===== src/rtl/alu_decode_stage.sv =====
// alu_decode_stage: RV32I decode stage feeding the ALU/execute stage.
// One registered output bundle behind a valid/ready handshake, with flush
// and illegal-encoding flagging. Illegal words still transfer as a bundle
// carrying only register addresses and the illegal flag.
module alu_decode_stage (
  input  logic        clk,
  input  logic        nrst,
  input  logic [31:0] inst,
  input  logic        in_valid,
  output logic        in_ready,
  input  logic        flush,
  output logic        out_valid,
  input  logic        out_ready,
  output logic [3:0]  fop,
  output logic [31:0] imm_gen,
  output logic        alu_mux_en,
  output logic        u,
  output logic [4:0]  rs1,
  output logic [4:0]  rs2,
  output logic [4:0]  rd,
  output logic        reg_we,
  output logic        slt_sel,
  output logic [2:0]  br_funct3,
  output logic        is_branch,
  output logic        is_load,
  output logic        is_store,
  output logic        illegal
);

  typedef enum logic [3:0] {
    FOP_ADD = 4'd0,
    FOP_SUB = 4'd1,
    FOP_SLL = 4'd2,
    FOP_SRL = 4'd3,
    FOP_SRA = 4'd4,
    FOP_AND = 4'd5,
    FOP_OR  = 4'd6,
    FOP_XOR = 4'd7,
    FOP_IMM = 4'd8
  } fop_e;

  typedef enum logic [6:0] {
    OPC_OP     = 7'b0110011,
    OPC_OPIMM  = 7'b0010011,
    OPC_LUI    = 7'b0110111,
    OPC_LOAD   = 7'b0000011,
    OPC_STORE  = 7'b0100011,
    OPC_BRANCH = 7'b1100011
  } opcode_e;

  typedef struct packed {
    fop_e        fop;
    logic [31:0] imm;
    logic        alu_mux_en;
    logic        u;
    logic [4:0]  rs1;
    logic [4:0]  rs2;
    logic [4:0]  rd;
    logic        reg_we;
    logic        slt_sel;
    logic [2:0]  br_funct3;
    logic        is_branch;
    logic        is_load;
    logic        is_store;
    logic        illegal;
  } bundle_t;

  // funct3 -> ALU op shared by OP and OP-IMM; 'alt' selects SUB/SRA variants.
  function automatic fop_e arith_fop(input logic [2:0] f3, input logic alt);
    fop_e r;
    case (f3)
      3'b000:  r = alt ? FOP_SUB : FOP_ADD;
      3'b001:  r = FOP_SLL;
      3'b010:  r = FOP_SUB;
      3'b011:  r = FOP_SUB;
      3'b100:  r = FOP_XOR;
      3'b101:  r = alt ? FOP_SRA : FOP_SRL;
      3'b110:  r = FOP_OR;
      default: r = FOP_AND;
    endcase
    return r;
  endfunction

  opcode_e     opc;
  logic [2:0]  funct3;
  logic [6:0]  funct7;
  logic        f7_zero;
  logic        f7_alt;
  logic        f3_is_slt;
  logic        f3_is_shift;
  logic [31:0] imm_i;
  logic [31:0] imm_sh;
  logic [31:0] imm_s;
  logic [31:0] imm_b;
  logic [31:0] imm_u;
  logic        legal;
  bundle_t     dec;

  logic        accept;
  logic        out_valid_d, out_valid_q;
  bundle_t     bundle_d, bundle_q;

  assign opc         = opcode_e'(inst[6:0]);
  assign funct3      = inst[14:12];
  assign funct7      = inst[31:25];
  assign f7_zero     = (funct7 == 7'b0000000);
  assign f7_alt      = (funct7 == 7'b0100000);
  assign f3_is_slt   = (funct3[2:1] == 2'b01);
  assign f3_is_shift = (funct3 == 3'b001) || (funct3 == 3'b101);

  assign imm_i  = {{20{inst[31]}}, inst[31:20]};
  assign imm_sh = {27'b0, inst[24:20]};
  assign imm_s  = {{20{inst[31]}}, inst[31:25], inst[11:7]};
  assign imm_b  = {{19{inst[31]}}, inst[31], inst[7], inst[30:25], inst[11:8], 1'b0};
  assign imm_u  = {inst[31:12], 12'b0};

  // Combinational decode of the incoming word into a candidate bundle.
  always_comb begin
    dec       = '0;
    dec.rs1   = inst[19:15];
    dec.rs2   = inst[24:20];
    dec.rd    = inst[11:7];
    legal     = 1'b1;
    case (opc)
      OPC_OP: begin
        dec.reg_we  = 1'b1;
        dec.fop     = arith_fop(funct3, f7_alt);
        dec.slt_sel = f3_is_slt;
        dec.u       = (funct3 == 3'b011);
        legal       = f7_zero || (f7_alt && ((funct3 == 3'b000) || (funct3 == 3'b101)));
      end
      OPC_OPIMM: begin
        dec.reg_we     = 1'b1;
        dec.alu_mux_en = 1'b1;
        dec.slt_sel    = f3_is_slt;
        dec.u          = (funct3 == 3'b011);
        if (f3_is_shift) begin
          // funct7 is only an opcode extension for shift-immediates
          dec.fop = arith_fop(funct3, f7_alt && (funct3 == 3'b101));
          dec.imm = imm_sh;
          legal   = f7_zero || (f7_alt && (funct3 == 3'b101));
        end else begin
          dec.fop = arith_fop(funct3, 1'b0);
          dec.imm = imm_i;
        end
      end
      OPC_LUI: begin
        dec.fop        = FOP_IMM;
        dec.imm        = imm_u;
        dec.alu_mux_en = 1'b1;
        dec.reg_we     = 1'b1;
      end
      OPC_LOAD: begin
        dec.fop        = FOP_ADD;
        dec.imm        = imm_i;
        dec.alu_mux_en = 1'b1;
        dec.reg_we     = 1'b1;
        dec.is_load    = 1'b1;
      end
      OPC_STORE: begin
        dec.fop        = FOP_ADD;
        dec.imm        = imm_s;
        dec.alu_mux_en = 1'b1;
        dec.is_store   = 1'b1;
      end
      OPC_BRANCH: begin
        dec.fop       = FOP_SUB;
        dec.imm       = imm_b;
        dec.is_branch = 1'b1;
        dec.br_funct3 = funct3;
        dec.u         = (funct3[2:1] == 2'b11);
        legal         = !f3_is_slt;
      end
      default: legal = 1'b0;
    endcase
    if (!legal) begin
      dec         = '0;
      dec.rs1     = inst[19:15];
      dec.rs2     = inst[24:20];
      dec.rd      = inst[11:7];
      dec.illegal = 1'b1;
    end
  end

  // Handshake and next-state of the output register; flush beats accept and hold.
  always_comb begin
    in_ready = !flush && (!out_valid_q || out_ready);
    accept   = in_valid && in_ready;
    bundle_d = bundle_q;
    if (flush) begin
      out_valid_d = 1'b0;
    end else if (accept) begin
      out_valid_d = 1'b1;
      bundle_d    = dec;
    end else if (out_ready) begin
      out_valid_d = 1'b0;
    end else begin
      out_valid_d = out_valid_q;
    end
  end

  // Output pipeline register with asynchronous clear.
  always_ff @(posedge clk or negedge nrst) begin
    if (!nrst) begin
      out_valid_q <= 1'b0;
      bundle_q    <= '0;
    end else begin
      out_valid_q <= out_valid_d;
      bundle_q    <= bundle_d;
    end
  end

  assign out_valid  = out_valid_q;
  assign fop        = bundle_q.fop;
  assign imm_gen    = bundle_q.imm;
  assign alu_mux_en = bundle_q.alu_mux_en;
  assign u          = bundle_q.u;
  assign rs1        = bundle_q.rs1;
  assign rs2        = bundle_q.rs2;
  assign rd         = bundle_q.rd;
  assign reg_we     = bundle_q.reg_we;
  assign slt_sel    = bundle_q.slt_sel;
  assign br_funct3  = bundle_q.br_funct3;
  assign is_branch  = bundle_q.is_branch;
  assign is_load    = bundle_q.is_load;
  assign is_store   = bundle_q.is_store;
  assign illegal    = bundle_q.illegal;

endmodule


===== config.mk =====
export PLATFORM = sky130hd
export DESIGN_NAME = alu_decode_stage
export DESIGN_NICKNAME = d
export VERILOG_FILES = /design/src/rtl/alu_decode_stage.sv
export SDC_FILE = /design/constraint.sdc
export NUM_CORES = 1
export LEC_CHECK = 0
export ABC_AREA = 1
export BUFFER_PORTS_ARGS = -buffer_cell sky130_fd_sc_hd__buf_2
export CAP_MARGIN = 20
export CORE_UTILIZATION = 50
export CTS_BUF_LIST = sky130_fd_sc_hd__clkbuf_16
export DETAILED_ROUTE_END_ITERATION = 10
export HOLD_SLACK_MARGIN = 0.05
export MAX_ROUTING_LAYER = met4
export PLACE_DENSITY = 0.89
export SYNTH_ARGS = -nofsm -noshare
export SYNTH_HDL_FRONTEND = slang
export SYNTH_SLANG_ARGS = --single-unit

===== constraint.sdc =====
create_clock -name clk -period 1.3 [get_ports clk]
set_input_delay 0.065 -clock clk [delete_from_list [all_inputs] [get_ports clk]]
set_output_delay 0.065 -clock clk [all_outputs]
set_load 0.02 [all_outputs]

==> results.json <==
{
  "critPathMaxStageDelay_ns": 0.41,
  "chipHeight_microns": 82.2,
  "core_sq_um": 6060,
  "synth_nets": 461,
  "met3_usage_pct": 6.70,
  "slowest_stage": "dfrtp_2",
  "cts_max_level": 3,
  "rows": 28,
  "drt_pre_antenna_iters": 5,
  "min_period_ns": 1.24,
  "cts_tree": "done",
  "fin_area_sq_um": 4370,
  "die_x_microns": 82.2,
  "nNetsFinal": 592,
  "io_pins": 101,
  "hold_path_depth": 3,
  "diodes": 0,
  "critPathBufInv": 3,
  "crit_chain": "nand2_2, inv_2, nor2_4, nand2_4, buf_12, buf_12, nand2_1, nand2_1",
  "yosys.area.top_type": "dfrtp_1",
  "clk_latency_ns": 0.33,
  "nFillCells": 458,
  "grt.busiest_layer": "met2",
  "power_density_nw_per_um2": 1100,
  "multi_input_area_sq_um": 1410,
  "synth_area_per_cell_sq_um": 7.59,
  "grt_start_max_net_pins": 64,
  "clk_pin_slew_ns": 0.05,
  "drcViolationCount": 0,
  "yosysWarnings": 0,
  "ys_types": 23,
  "fmax_mhz": 807,
  "synth_area_leaders": "dfrtp_1, nand2_1, nand3_1, nor2_1, buf_6",
  "reg2regPathDepth": 8,
  "synth-seq-cells": 63,
  "cp.depth": 8,
  "ir_drop_mv": 0.847,
  "gp_congestion": 0.887,
  "grt_pass1_vias": 3154,
  "total_leakage_power_nw": 2.65,
  "final_common_cell": "nand2_1",
  "cts.sinks": 63,
  "tns_ns": 0,
  "synthCells": 424,
  "slew_headroom_pct": 72.2,
  "crit_family": "flip-flops",
  "grt.met2_usage_pct": 45.4,
  "max-clock-path-buffers": 2,
  "final_max_slew_viol_count": 0,
  "finalWirelength_microns": 8960,
  "path_class": "reg2reg",
  "cap_violations": 0,
  "drt-initial-drc-count": 268,
  "rsz0062_at_grt": "yes",
  "mostFrequentLayoutCells": "nand2_1, buf_2, dfrtp_1",
  "antenna_found_initial": 0,
  "die_area_sq_um": 6760,
  "cp-start-kind": "register",
  "ctsRootBufferMaster": "clkbuf_16",
  "drive_gt1_share_pct": 30.3,
  "arrival_ns": 1.46,
  "grtUsageTotal_pct": 29.2,
  "period_share_pct": 95.3,
  "io_buffers": 100,
  "grt_use_met1_pct": 35.8,
  "setup_viol": 0,
  "cts_made_buffers": 9,
  "grt_pass1_wl_microns": 14100,
  "placed_area_sq_um": 3930,
  "endpoint_kind": "register",
  "status": "completed",
  "synthToLayoutAreaGrowth_pct": 35.8,
  "crit_fanout": 14,
  "hold_path.class": "in2reg",
  "syn_area_sq_um": 3220,
  "gr-total-overflow": 0,
  "ant_nets": 0,
  "hpwl_microns": 6210,
  "start_util_pct": 53.1,
  "wl_per_cell_microns": 14.2,
  "required_ns": 1.52,
  "skew_ns": 0.00754,
  "yosysTopAreaCellShare_pct": 49.0,
  "via_per_inst": 5.24,
  "tightest_slew_ns": 0.412,
  "seq_area_sq_um": 1580,
  "p_total_mw": 4.79,
  "hold_viol": 0,
  "synth-seq-area-share_pct": 49.0,
  "vias": 3319,
  "worst-r2r-setup-slack_ns": 0.06
}
==> registers in the layout, summed over array words and instances, names as in the netlist <==
signal,flops
fop,4
rs1,5
illegal,1
rd,5
rs2,5
alu_mux_en,1
is_branch,1
u,1
br_funct3,3
out_valid,1
is_store,1
imm_gen,32
reg_we,1
slt_sel,1
is_load,1
==> layer usage <==
| metal | routed length [microns] | up-vias |
|---|---|---|
| met3 | 690 | 33 |
| met1 | 3620 | 1539 |
| met2 | 4340 | 161 |
| met5 | 0 | - |
| li1 | - | 1586 |
| met4 | 317 | 0 |
==> worst paths after layout <==
check                                       start                     end
min reg2reg                imm_gen[9]$_DFFE_PN0P_  imm_gen[9]$_DFFE_PN0P_
min in group asynchronous                    nrst       rd[1]$_DFFE_PN0P_
max in group asynchronous                    nrst  alu_mux_en$_DFFE_PN0P_
min                                      inst[21]      rs2[1]$_DFFE_PN0P_
max                         out_valid$_DFFE_PN0P_      rs1[1]$_DFFE_PN0P_
max reg2reg                 out_valid$_DFFE_PN0P_      rs1[1]$_DFFE_PN0P_
==> synth_stat cells, drive strengths merged <==
master	instances
nand2	200
dfrtp	63
nand3	49
nor2	30
inv	27
o21ai	17
buf	16
clkbuf	6
nand3b	6
o22ai	4
a21oi	2
nor3	2
nand4	1
o211ai	1
==> area by class of cell <==
type                       count  area share (%)
clock inverter                 5           0.487
timing repair buffer         142            21.6
tap                           75            2.15
inverter                      27            2.38
sequential                    63            36.1
clock buffer                   9            5.15
multi-input combinational    312            32.1
==> logic make-up after synthesis <==
kind of cell           count (synthesis)  synth area share [%]
AO/OA/AOI/OAI                         24                  3.97
flip-flops                            63                  49.0
AND/OR/NAND/NOR                      288                  38.8
buffers and inverters                 49                  8.20
==> where the power goes <==
group	total, mW	internal, mW	switching (mW)
clock	2.02	1.24	0.789
combinational	0.679	0.254	0.425
sequential	2.09	2.04	0.0449
total	4.79	3.53	1.26
==> repair_timing <==
action                     CTS  global route
resized for setup            1             4
setup endpoints to repair    3            30
pin swaps                    0             2
hold buffers                13             0
hold endpoints to repair    74             0
gates cloned                 0             1
buffers inserted             0             3
==> tightest hold or removal path, cell delays in order <==
cell,delay [ns]
buf_2,0.12
inv_1,0.07
o21ai_0,0.08
==> metrics by stage <==
step                      util [%]  hold WS (ns)  std cells  setup slack (ns)
final                         72.1        0.0590        633            0.0609
after global routing          72.1        0.0738        633          -0.00849
after global placement        64.9        0.0951        602           0.00590
after floorplan                  -        -0.231        424           -0.0446
after detailed placement      64.9         0.101        602           -0.0427
after CTS                     71.2        0.0515        629            0.0258
Power figures use the tool's default switching activity.
